--- src/rtl/fetch_queue_pkg.sv ---
// Shared fetch-queue definitions: bubble encoding and the pc+inst entry
// layout reused by IF and ID.
package fetch_queue_pkg;

  localparam logic [31:0] FQ_NOP = 32'h0000_0000;

  typedef struct packed {
    logic [31:0] pc;
    logic [31:0] inst;
  } fq_entry_t;

  function automatic fq_entry_t fq_make_entry(input logic [31:0] pc,
                                              input logic [31:0] inst);
    fq_entry_t e;
    e.pc   = pc;
    e.inst = inst;
    return e;
  endfunction

endpackage

--- src/rtl/fetch_queue_if.sv ---
// Icache-to-ID handshake bundle for the fetch queue; the slave side is the
// queue itself, the master side is the IF/ID control that drives it.
interface fetch_queue_if #(
  parameter int DEPTH  = 4,
  parameter int INST_W = 32,
  parameter int PC_W   = 32
);
  localparam int CW = $clog2(DEPTH + 1);

  logic              Icache_ready_i;
  logic [INST_W-1:0] Icache_inst_i;
  logic [PC_W-1:0]   Icache_pc_i;
  logic              fc_stall_id_i;
  logic              fc_flush_id_i;
  logic              fc_replay_i;
  logic              fq_valid_o;
  logic [INST_W-1:0] fq_inst_o;
  logic [PC_W-1:0]   fq_pc_o;
  logic              fq_full_o;
  logic [CW-1:0]     fq_count_o;
  logic              fq_overflow_o;

  modport master (
    output Icache_ready_i, Icache_inst_i, Icache_pc_i,
    output fc_stall_id_i, fc_flush_id_i, fc_replay_i,
    input  fq_valid_o, fq_inst_o, fq_pc_o, fq_full_o, fq_count_o, fq_overflow_o
  );

  modport slave (
    input  Icache_ready_i, Icache_inst_i, Icache_pc_i,
    input  fc_stall_id_i, fc_flush_id_i, fc_replay_i,
    output fq_valid_o, fq_inst_o, fq_pc_o, fq_full_o, fq_count_o, fq_overflow_o
  );
endinterface

--- src/rtl/fetch_queue_ram.sv ---
// DEPTH x W register array with one synchronous write port and one
// asynchronous read port; contents are not reset.
module fq_ram #(
  parameter int DEPTH = 4,
  parameter int W     = 64
) (
  input  logic                     clk,
  input  logic                     we,
  input  logic [$clog2(DEPTH)-1:0] waddr,
  input  logic [W-1:0]             wdata,
  input  logic [$clog2(DEPTH)-1:0] raddr,
  output logic [W-1:0]             rdata
);

  logic [W-1:0] mem [DEPTH];

  always_ff @(posedge clk) begin
    if (we) mem[waddr] <= wdata;
  end

  assign rdata = mem[raddr];

endmodule

--- src/rtl/fetch_queue.sv ---
// Instruction queue between Icache and ID: DEPTH-entry pc+inst FIFO with an
// optional empty bypass, flush, one-slot load-use replay and backpressure.
module fetch_queue
  import fetch_queue_pkg::*;
#(
  parameter int DEPTH  = 4,
  parameter int INST_W = 32,
  parameter int PC_W   = 32,
  parameter bit BYPASS = 1'b1
) (
  input logic          clk,
  input logic          rst,
  fetch_queue_if.slave bus
);

  localparam int PW = $clog2(DEPTH);
  localparam int CW = $clog2(DEPTH + 1);
  localparam int EW = INST_W + PC_W;
  localparam logic [CW-1:0] FULL_CNT = CW'(DEPTH);

  logic [PW-1:0]     wr_ptr, rd_ptr;
  logic [CW-1:0]     count;
  logic              rp_valid, lc_valid, overflow;
  logic [INST_W-1:0] rp_inst, lc_inst;
  logic [PC_W-1:0]   rp_pc, lc_pc;

  logic [EW-1:0]     ram_rdata;
  logic [INST_W-1:0] head_inst;
  logic [PC_W-1:0]   head_pc;

  logic              sel_rp, sel_arr, sel_byp;
  logic              out_valid;
  logic [INST_W-1:0] out_inst;
  logic [PC_W-1:0]   out_pc;
  logic              consume, arr_deq, enq_req, enq_ok, replay_take;

  fq_ram #(.DEPTH(DEPTH), .W(EW)) u_ram (
    .clk   (clk),
    .we    (enq_ok),
    .waddr (wr_ptr),
    .wdata ({bus.Icache_pc_i, bus.Icache_inst_i}),
    .raddr (rd_ptr),
    .rdata (ram_rdata)
  );

  assign head_inst = ram_rdata[INST_W-1:0];
  assign head_pc   = ram_rdata[EW-1:INST_W];

  // Replay slot outranks the array, which outranks the bypassed Icache word.
  always_comb begin
    sel_rp    = rp_valid;
    sel_arr   = !rp_valid && (count != '0);
    sel_byp   = BYPASS && !rp_valid && (count == '0) && bus.Icache_ready_i;
    out_valid = sel_rp || sel_arr || sel_byp;
    out_inst  = INST_W'(FQ_NOP);
    out_pc    = '0;
    if (sel_rp) begin
      out_inst = rp_inst;
      out_pc   = rp_pc;
    end else if (sel_arr) begin
      out_inst = head_inst;
      out_pc   = head_pc;
    end else if (sel_byp) begin
      out_inst = bus.Icache_inst_i;
      out_pc   = bus.Icache_pc_i;
    end

    consume     = out_valid && !bus.fc_stall_id_i && !bus.fc_flush_id_i && !bus.fc_replay_i;
    arr_deq     = consume && sel_arr;
    enq_req     = bus.Icache_ready_i && !bus.fc_flush_id_i && !(consume && sel_byp);
    enq_ok      = enq_req && ((count != FULL_CNT) || arr_deq);
    replay_take = bus.fc_replay_i && lc_valid && !rp_valid && !bus.fc_flush_id_i;
  end

  // Flush shares the reset path so it overrides replay, stall and enqueue.
  always_ff @(posedge clk) begin
    if (rst || bus.fc_flush_id_i) begin
      wr_ptr   <= '0;
      rd_ptr   <= '0;
      count    <= '0;
      rp_valid <= 1'b0;
      lc_valid <= 1'b0;
      overflow <= 1'b0;
    end else begin
      if (enq_ok)  wr_ptr <= wr_ptr + 1'b1;
      if (arr_deq) rd_ptr <= rd_ptr + 1'b1;
      count <= count + CW'(enq_ok) - CW'(arr_deq);
      if (enq_req && !enq_ok) overflow <= 1'b1;
      if (consume) begin
        lc_valid <= 1'b1;
        lc_inst  <= out_inst;
        lc_pc    <= out_pc;
      end
      if (consume && sel_rp) begin
        rp_valid <= 1'b0;
      end else if (replay_take) begin
        rp_valid <= 1'b1;
        rp_inst  <= lc_inst;
        rp_pc    <= lc_pc;
      end
    end
  end

  assign bus.fq_valid_o    = out_valid;
  assign bus.fq_inst_o     = out_inst;
  assign bus.fq_pc_o       = out_pc;
  assign bus.fq_full_o     = (count == FULL_CNT);
  assign bus.fq_count_o    = count;
  assign bus.fq_overflow_o = overflow;

endmodule

--- src/flat_wrapper.sv ---
// flat-port wrapper written by rule: the top's interface ports become plain ports
module fetch_queue_flat import fetch_queue_pkg::*;
#(
  parameter int DEPTH  = 4,
  parameter int INST_W = 32,
  parameter int PC_W   = 32,
  parameter bit BYPASS = 1'b1
)
  (clk, rst, bus_Icache_ready_i, bus_Icache_inst_i, bus_Icache_pc_i, bus_fc_stall_id_i, bus_fc_flush_id_i, bus_fc_replay_i, bus_fq_valid_o, bus_fq_inst_o, bus_fq_pc_o, bus_fq_full_o, bus_fq_count_o, bus_fq_overflow_o);
  fetch_queue_if #(.DEPTH(DEPTH), .INST_W(INST_W), .PC_W(PC_W)) bus_i ();
  input logic clk;
  input logic rst;
  input wire logic [$bits(bus_i.Icache_ready_i)-1:0] bus_Icache_ready_i;
  input wire logic [$bits(bus_i.Icache_inst_i)-1:0] bus_Icache_inst_i;
  input wire logic [$bits(bus_i.Icache_pc_i)-1:0] bus_Icache_pc_i;
  input wire logic [$bits(bus_i.fc_stall_id_i)-1:0] bus_fc_stall_id_i;
  input wire logic [$bits(bus_i.fc_flush_id_i)-1:0] bus_fc_flush_id_i;
  input wire logic [$bits(bus_i.fc_replay_i)-1:0] bus_fc_replay_i;
  output wire logic [$bits(bus_i.fq_valid_o)-1:0] bus_fq_valid_o;
  output wire logic [$bits(bus_i.fq_inst_o)-1:0] bus_fq_inst_o;
  output wire logic [$bits(bus_i.fq_pc_o)-1:0] bus_fq_pc_o;
  output wire logic [$bits(bus_i.fq_full_o)-1:0] bus_fq_full_o;
  output wire logic [$bits(bus_i.fq_count_o)-1:0] bus_fq_count_o;
  output wire logic [$bits(bus_i.fq_overflow_o)-1:0] bus_fq_overflow_o;
  assign bus_i.Icache_ready_i = bus_Icache_ready_i;
  assign bus_i.Icache_inst_i = bus_Icache_inst_i;
  assign bus_i.Icache_pc_i = bus_Icache_pc_i;
  assign bus_i.fc_stall_id_i = bus_fc_stall_id_i;
  assign bus_i.fc_flush_id_i = bus_fc_flush_id_i;
  assign bus_i.fc_replay_i = bus_fc_replay_i;
  assign bus_fq_valid_o = bus_i.fq_valid_o;
  assign bus_fq_inst_o = bus_i.fq_inst_o;
  assign bus_fq_pc_o = bus_i.fq_pc_o;
  assign bus_fq_full_o = bus_i.fq_full_o;
  assign bus_fq_count_o = bus_i.fq_count_o;
  assign bus_fq_overflow_o = bus_i.fq_overflow_o;
  fetch_queue #(.DEPTH(DEPTH), .INST_W(INST_W), .PC_W(PC_W), .BYPASS(BYPASS)) u_core (.clk(clk), .rst(rst), .bus(bus_i));
endmodule
--- config.mk ---
export PLATFORM = sky130hd
export DESIGN_NAME = fetch_queue_flat
export DESIGN_NICKNAME = d
export VERILOG_FILES = /design/src/rtl/fetch_queue_pkg.sv /design/src/rtl/fetch_queue_if.sv /design/src/rtl/fetch_queue_ram.sv /design/src/rtl/fetch_queue.sv /design/src/flat_wrapper.sv
export SDC_FILE = /design/constraint.sdc
export NUM_CORES = 1
export LEC_CHECK = 0
export BUFFER_PORTS_ARGS = -buffer_cell sky130_fd_sc_hd__buf_2
export CAP_MARGIN = 20
export CORE_UTILIZATION = 46
export DETAILED_ROUTE_END_ITERATION = 6
export PLACE_DENSITY_LB_ADDON = 0.08
export SLEW_MARGIN = 20
export SYNTH_ARGS = -nofsm -noshare
export SYNTH_HDL_FRONTEND = slang
export SYNTH_SLANG_ARGS = --single-unit
export TNS_END_PERCENT = 1
--- constraint.sdc ---
create_clock -name clk -period 14.8 [get_ports clk]
set_input_delay 2.96 -clock clk [delete_from_list [all_inputs] [get_ports clk]]
set_output_delay 2.96 -clock clk [all_outputs]
set_load 0.02 [all_outputs]
==> flow_summary.json, run 1 <==
{
  "status": "complete, no violations",
  "synth_seq_area_share": 0.7748,
  "holdBufCountCts": 0,
  "num_rows": 66,
  "crit_start": "bus_Icache_ready_i",
  "ys_ff_latch": 396,
  "drc_errors": 0,
  "critPathArrivalTime_ns": 4.43,
  "leakagePower_uw": 0.005810,
  "layout-drive-gt1-share": 0.2894,
  "cp.required_ns": 11.84,
  "antenna_found_initial": 0,
  "slowest_delay_ns": 0.66,
  "ctsLongestPathBuffers": 3,
  "path_max_fanout": 66,
  "synth_edf_count": 384,
  "gr-total-overflow": 0,
  "synth_area_leaders": "edfxtp_1 76%, mux4_2 9.5%, nor2b_1 2.7%",
  "clock_sinks": 396,
  "finalSetupViolCount": 0,
  "die_area_um2": 33760,
  "fin_skew_ns": 0.01951,
  "multiInputGateArea_um2": 3193,
  "initial_core_util": 0.4669,
  "yosysTopAreaCell": "edfxtp_1",
  "fp.coreArea_um2": 32540,
  "synthArstFlopShare": 0,
  "worst_pin_slew_ns": 0.9985,
  "power_uw": 2406,
  "num_antenna_cells": 0,
  "crit_type": "input port to output port",
  "postRouteAntennaNets": 0,
  "combPwrFrac": 0.051,
  "p_clk_frac": 0.430,
  "hold_class": "flop to flop",
  "drtPass1Iterations": 5,
  "numCtsBuffers": 43,
  "hpwl_um": 17030,
  "synthMostInstantiatedCell": "edfxtp_1",
  "ios": 140,
  "grt_max_degree": 81,
  "die_w_um": 183.7,
  "path_cells": "buf_2 > buf_4 > a31oi_1 > a21oi_1 > buf_2",
  "syn_nets": 900,
  "slew_headroom": 0.3344,
  "r2r_setup_slack_ns": 11.23,
  "place_congestion": 0.6872,
  "rsz0062_at_grt": "no",
  "post_cts_resized": 0,
  "crit_family": "buffers and inverters",
  "synth_common_cells": "384 x edfxtp_1, 69 x nand2_1, 67 x a21oi_1",
  "netlist_area_um2": 15190,
  "grt_pass1_vias": 8056,
  "p_per_area_nw_per_um2": 135.9,
  "cap_violations": 0,
  "clk_latency_ns": 0.53,
  "syn_inst": 823,
  "cts_root_buf": "clkbuf_16",
  "fin_nets": 1046,
  "cpMostUsedCell": "buf_2",
  "cts_tree": "done",
  "grt_pass1_wl_um": 49380,
  "seqPwrFrac": 0.519,
  "post-cts-setup-buffers": 0,
  "crit_buf_inv": 3,
  "seqCellArea_um2": 11780,
  "fillers": 2664,
  "worstSetupEndpoint": "bus_fq_inst_o[18]",
  "hold_viol_final": 0,
  "r2r-end": "u_core.lc_pc[14]",
  "h-tree-depth": 2,
  "synth_top_area_share": 0.7590,
  "io_buffers": 139,
  "dr_total_vias": 7877,
  "drt_iter0_markers": 593,
  "cp-start-kind": "input port",
  "max_freq_ghz": 0.1353,
  "final.period_utilization": 0.4995,
  "vias_per_cell": 5.455,
  "p_sw_frac": 0.2076,
  "synth-main-ff-cell": "edfxtp_1",
  "die_h_um": 183.7,
  "syn_to_final_growth_pct": 16.57,
  "synth.distinct_cells": 29,
  "peakVddDrop_uv": 82.15,
  "clkTransAtPathRegs_ns": 0.06,
  "cp_num_cells": 5,
  "drt_wl_total_um": 31630,
  "crit_slowest_cell": "buf_4",
  "cell_internal_pwr_uw": 1907,
  "r2r-start": "u_core.bus.fq_count_o[1]",
  "drv_slew": 0,
  "avgSynthCellArea_um2": 18.46,
  "min_period_ns": 7.393,
  "yosys_warnings": 0,
  "switching_power_uw": 499.6,
  "reg2reg_depth": 6,
  "drt-wirelength-per-cell_um": 21.91,
  "endpoint_kind": "output port",
  "fin_tns_setup_ns": 0,
  "grt_usage": 0.1948
}
## power by group through the flow
stage / sequential, uW / clock, uW / combinational, uW
finish: 1250 / 1030 / 123
global route: 1250 / 1100 / 134
CTS: 1250 / 1060 / 125
detailed placement: 1270 / 0 / 124
global placement: 1270 / 0 / 123
floorplan: 1270 / 0 / 69.1
## layer usage
layer  track usage  vias up  part of all wire
met5             0        -                 0
met4       0.04700        0             0.015
met3       0.03189       38             0.051
met2        0.2968      221              0.46
met1        0.2941     4070              0.48
li1              -     3548                 -
## sequential cells by signal, indices dropped and copies added, names as in the netlist, named ones only
name and flops:
u_core.rp_valid 1, u_core.lc_inst 32, u_core.wr_ptr 2, u_core.lc_pc 32, u_core.bus.fq_count_o 3, u_core.rd_ptr 2
u_core.rp_inst 32, u_core.lc_valid 1, u_core.rp_pc 32, u_core.bus.fq_overflow_o 1, u_core.u_ram.mem 256
## cell families (layout without fill, tap and decap cells)
logic type      Yosys count  in the layout  synth area share
flops                   396            396            0.7748
simple gates            162            162           0.05477
compound gates          132            132           0.04876
mux                      66             66           0.09652
buf+inv                  56            235           0.01655
fa+ha+maj                 7              7          0.006259
xor+xnor                  4              4          0.002306
## cells in the final DEF (no fill, tap or decap), drive strengths merged
cell / instances
nor2: 11
and2: 6
fa: 1
or3: 2
clkbuf: 53
clkinv: 21
xnor2: 2
inv: 5
nor4: 1
edfxtp: 384
or2: 1
nor3: 3
bufinv: 4
a21oi: 67
xor2: 2
nand3: 1
nor2b: 66
o21ai: 1
nor3b: 1
dfxtp: 12
a31oi: 64
and3b: 1
mux2i: 1
nand2: 69
buf: 152
ha: 6
mux2: 1
mux4: 64
## layout make-up
cell class / instances / area share
multi-input cells: 371 / 0.1803
clock inverters: 25 / 0.01215
clock buffers: 53 / 0.06528
inverters: 5 / 0.001060
well taps: 442 / 0.03123
repair buffers: 152 / 0.04479
flip-flops and latches: 396 / 0.6652
## how the worst min path moves through the flow
stage	slack, ns	end	from	depth (start not counted)
6_report	0.41	u_core.rp_pc[7]	u_core.lc_pc[7]	0
5_1_grt	0.42	u_core.rp_inst[11]	u_core.lc_inst[11]	0
4_1_cts	0.41	u_core.rp_inst[20]	u_core.lc_inst[20]	0
3_5_place_dp	0.40	u_core.rp_inst[11]	u_core.lc_inst[11]	0
3_3_place_gp	0.40	u_core.rp_pc[31]	u_core.lc_pc[31]	0
2_1_floorplan	0.40	u_core.rp_inst[0]	u_core.lc_inst[0]	0
## stage by stage
step | cell area, um^2 | hold slack [ns] | utilization | setup WS, ns | cells
finish | 17710 | 0.4115 | 0.5443 | 7.407 | 1444
floorplan | 15190 | 0.4003 | - | 6.348 | 823
CTS | 17710 | 0.4127 | 0.5443 | 7.382 | 1444
global route | 17710 | 0.4211 | 0.5443 | 7.267 | 1444
detailed placement | 16340 | 0.4045 | 0.5022 | 7.387 | 1366
global placement | 16340 | 0.4007 | 0.5022 | 7.436 | 1366
Note: power is estimated with default switching activity, not from simulation.
==> run 2, diff against run 1 <==
clock period = 7.1 ns   (was 14.8 ns; I/O delays follow)
==> flow_summary.json, run 2 (same netlist as run 1, synthesis figures left out) <==
{
  "die_w_um": 183.7,
  "finalNonFillerCells": 1444,
  "hold_viol_final": 0,
  "holdBufCountCts": 0,
  "combPwrFrac": 0.052,
  "dr_total_vias": 7970,
  "cell_internal_pwr_uw": 3924,
  "critPathArrivalTime_ns": 3.26,
  "path_max_fanout": 34,
  "switching_power_uw": 1036,
  "drt_wl_total_um": 31010,
  "clkTransAtPathRegs_ns": 0.06,
  "min_period_ns": 4.685,
  "fp.coreArea_um2": 32540,
  "p_clk_frac": 0.423,
  "clock_sinks": 396,
  "gr-total-overflow": 0,
  "seqPwrFrac": 0.525,
  "numCtsBuffers": 42,
  "p_per_area_nw_per_um2": 280.5,
  "ios": 140,
  "fin_skew_ns": 0.01320,
  "clk_latency_ns": 0.53,
  "drtPass1Iterations": 5,
  "endpoint_kind": "output port",
  "largest_reg_flops": 256,
  "h-tree-depth": 2,
  "ctsLongestPathBuffers": 3,
  "grt_pass1_wl_um": 48080,
  "max_freq_ghz": 0.2135,
  "grt_usage": 0.1885,
  "die_area_um2": 33760,
  "mostFrequentLayoutCell": "edfxtp_1",
  "placed_area_um2": 16350,
  "rsz0062_at_grt": "no",
  "antenna_found_initial": 0,
  "grt_max_degree": 68,
  "num_antenna_cells": 0,
  "mostFrequentLayoutCells": "384 x edfxtp_1, 139 x buf_2, 69 x nand2_1, 67 x a21oi_1, 66 x nor2b_1",
  "p_sw_frac": 0.2089,
  "layout-drive-gt1-share": 0.2884,
  "syn_to_final_growth_pct": 16.37,
  "num_rows": 66,
  "final.period_utilization": 0.6598,
  "post_cts_resized": 0,
  "worst_pin_slew_ns": 1.049,
  "die_h_um": 183.7,
  "fin_tns_setup_ns": 0,
  "slowest_delay_ns": 0.61,
  "status": "complete, no violations",
  "drt-wirelength-per-cell_um": 21.47,
  "path_cells": "buf_2 > buf_4 > a31oi_1 > a21oi_1 > buf_2",
  "grt_pass1_vias": 8149,
  "postRouteAntennaNets": 0,
  "cpMostUsedCell": "buf_2",
  "crit_buf_inv": 3,
  "whs_ns": 0.4168,
  "r2r_setup_slack_ns": 3.97,
  "top_register": "u_core.u_ram.mem",
  "cts_root_buf": "clkbuf_16",
  "vias_per_cell": 5.519,
  "fin_nets": 1046,
  "io_buffers": 139,
  "hpwl_um": 17080,
  "drv_slew": 0,
  "cts_tree": "done",
  "crit_type": "input port to output port",
  "finalSetupViolCount": 0,
  "dp.cells": 1367,
  "crit_slowest_cell": "buf_2",
  "slew_headroom": 0.3008,
  "cp-start-kind": "input port",
  "drt_iter0_markers": 588,
  "peakVddDrop_uv": 209.1,
  "cap_violations": 0,
  "final_util": 0.5434,
  "initial_core_util": 0.4669,
  "hold_class": "flop to flop",
  "fin_area_um2": 17680,
  "cp.required_ns": 5.68,
  "drc_errors": 0,
  "leakagePower_uw": 0.005791,
  "crit_family": "buffers and inverters",
  "post-cts-setup-buffers": 0,
  "place_congestion": 0.6767
}
==> run 2: per-stage QoR <==
| stage | power [uW] | worst slack, ns |
|---|---|---|
| after global placement | 2909 | 2.317 |
| after global routing | 5136 | 2.322 |
| final | 4960 | 2.415 |
| after detailed placement | 2911 | 2.301 |
| after floorplan | 2796 | 0.1883 |
| after CTS | 5017 | 2.461 |
==> run 2: power by group through the flow <==
stage | Clock (uW) | Sequential [uW] | Combinational (uW)
after floorplan | 0 | 2650 | 144
after global placement | 0 | 2650 | 258
after detailed placement | 0 | 2650 | 260
after CTS | 2150 | 2600 | 261
after global routing | 2250 | 2600 | 279
final | 2100 | 2600 | 257
==> run 2: per-layer routing <==
metal / vias to the layer above / wire, um / GRT usage
li1: 3547 / - / -
met2: 254 / 13960 / 0.2811
met4: 0 / 580 / 0.05467
met5: - / 0 / 0
met1: 4120 / 14930 / 0.2867
met3: 49 / 1534 / 0.03051
==> run 2: final timing paths <==
path                                          from                      end  depth (start not counted)
worst min-delay path            u_core.lc_inst[24]       u_core.rp_inst[24]                          0
worst max-delay path            bus_Icache_ready_i        bus_fq_inst_o[22]                          5
worst max register to register     u_core.rp_valid  u_core.u_ram.mem[1][59]                          5
worst min register to register  u_core.lc_inst[24]       u_core.rp_inst[24]                          0
==> run 2: area by class of cell <==
type / count / area [um^2]
Fill cell: 2613 / 14860
Sequential cell: 396 / 11780
Multi-Input combinational cell: 371 / 3193
Clock buffer: 58 / 1195
Timing Repair Buffer: 153 / 800.8
Tap cell: 442 / 553.0
Clock inverter: 19 / 136.4
Inverter: 5 / 18.77
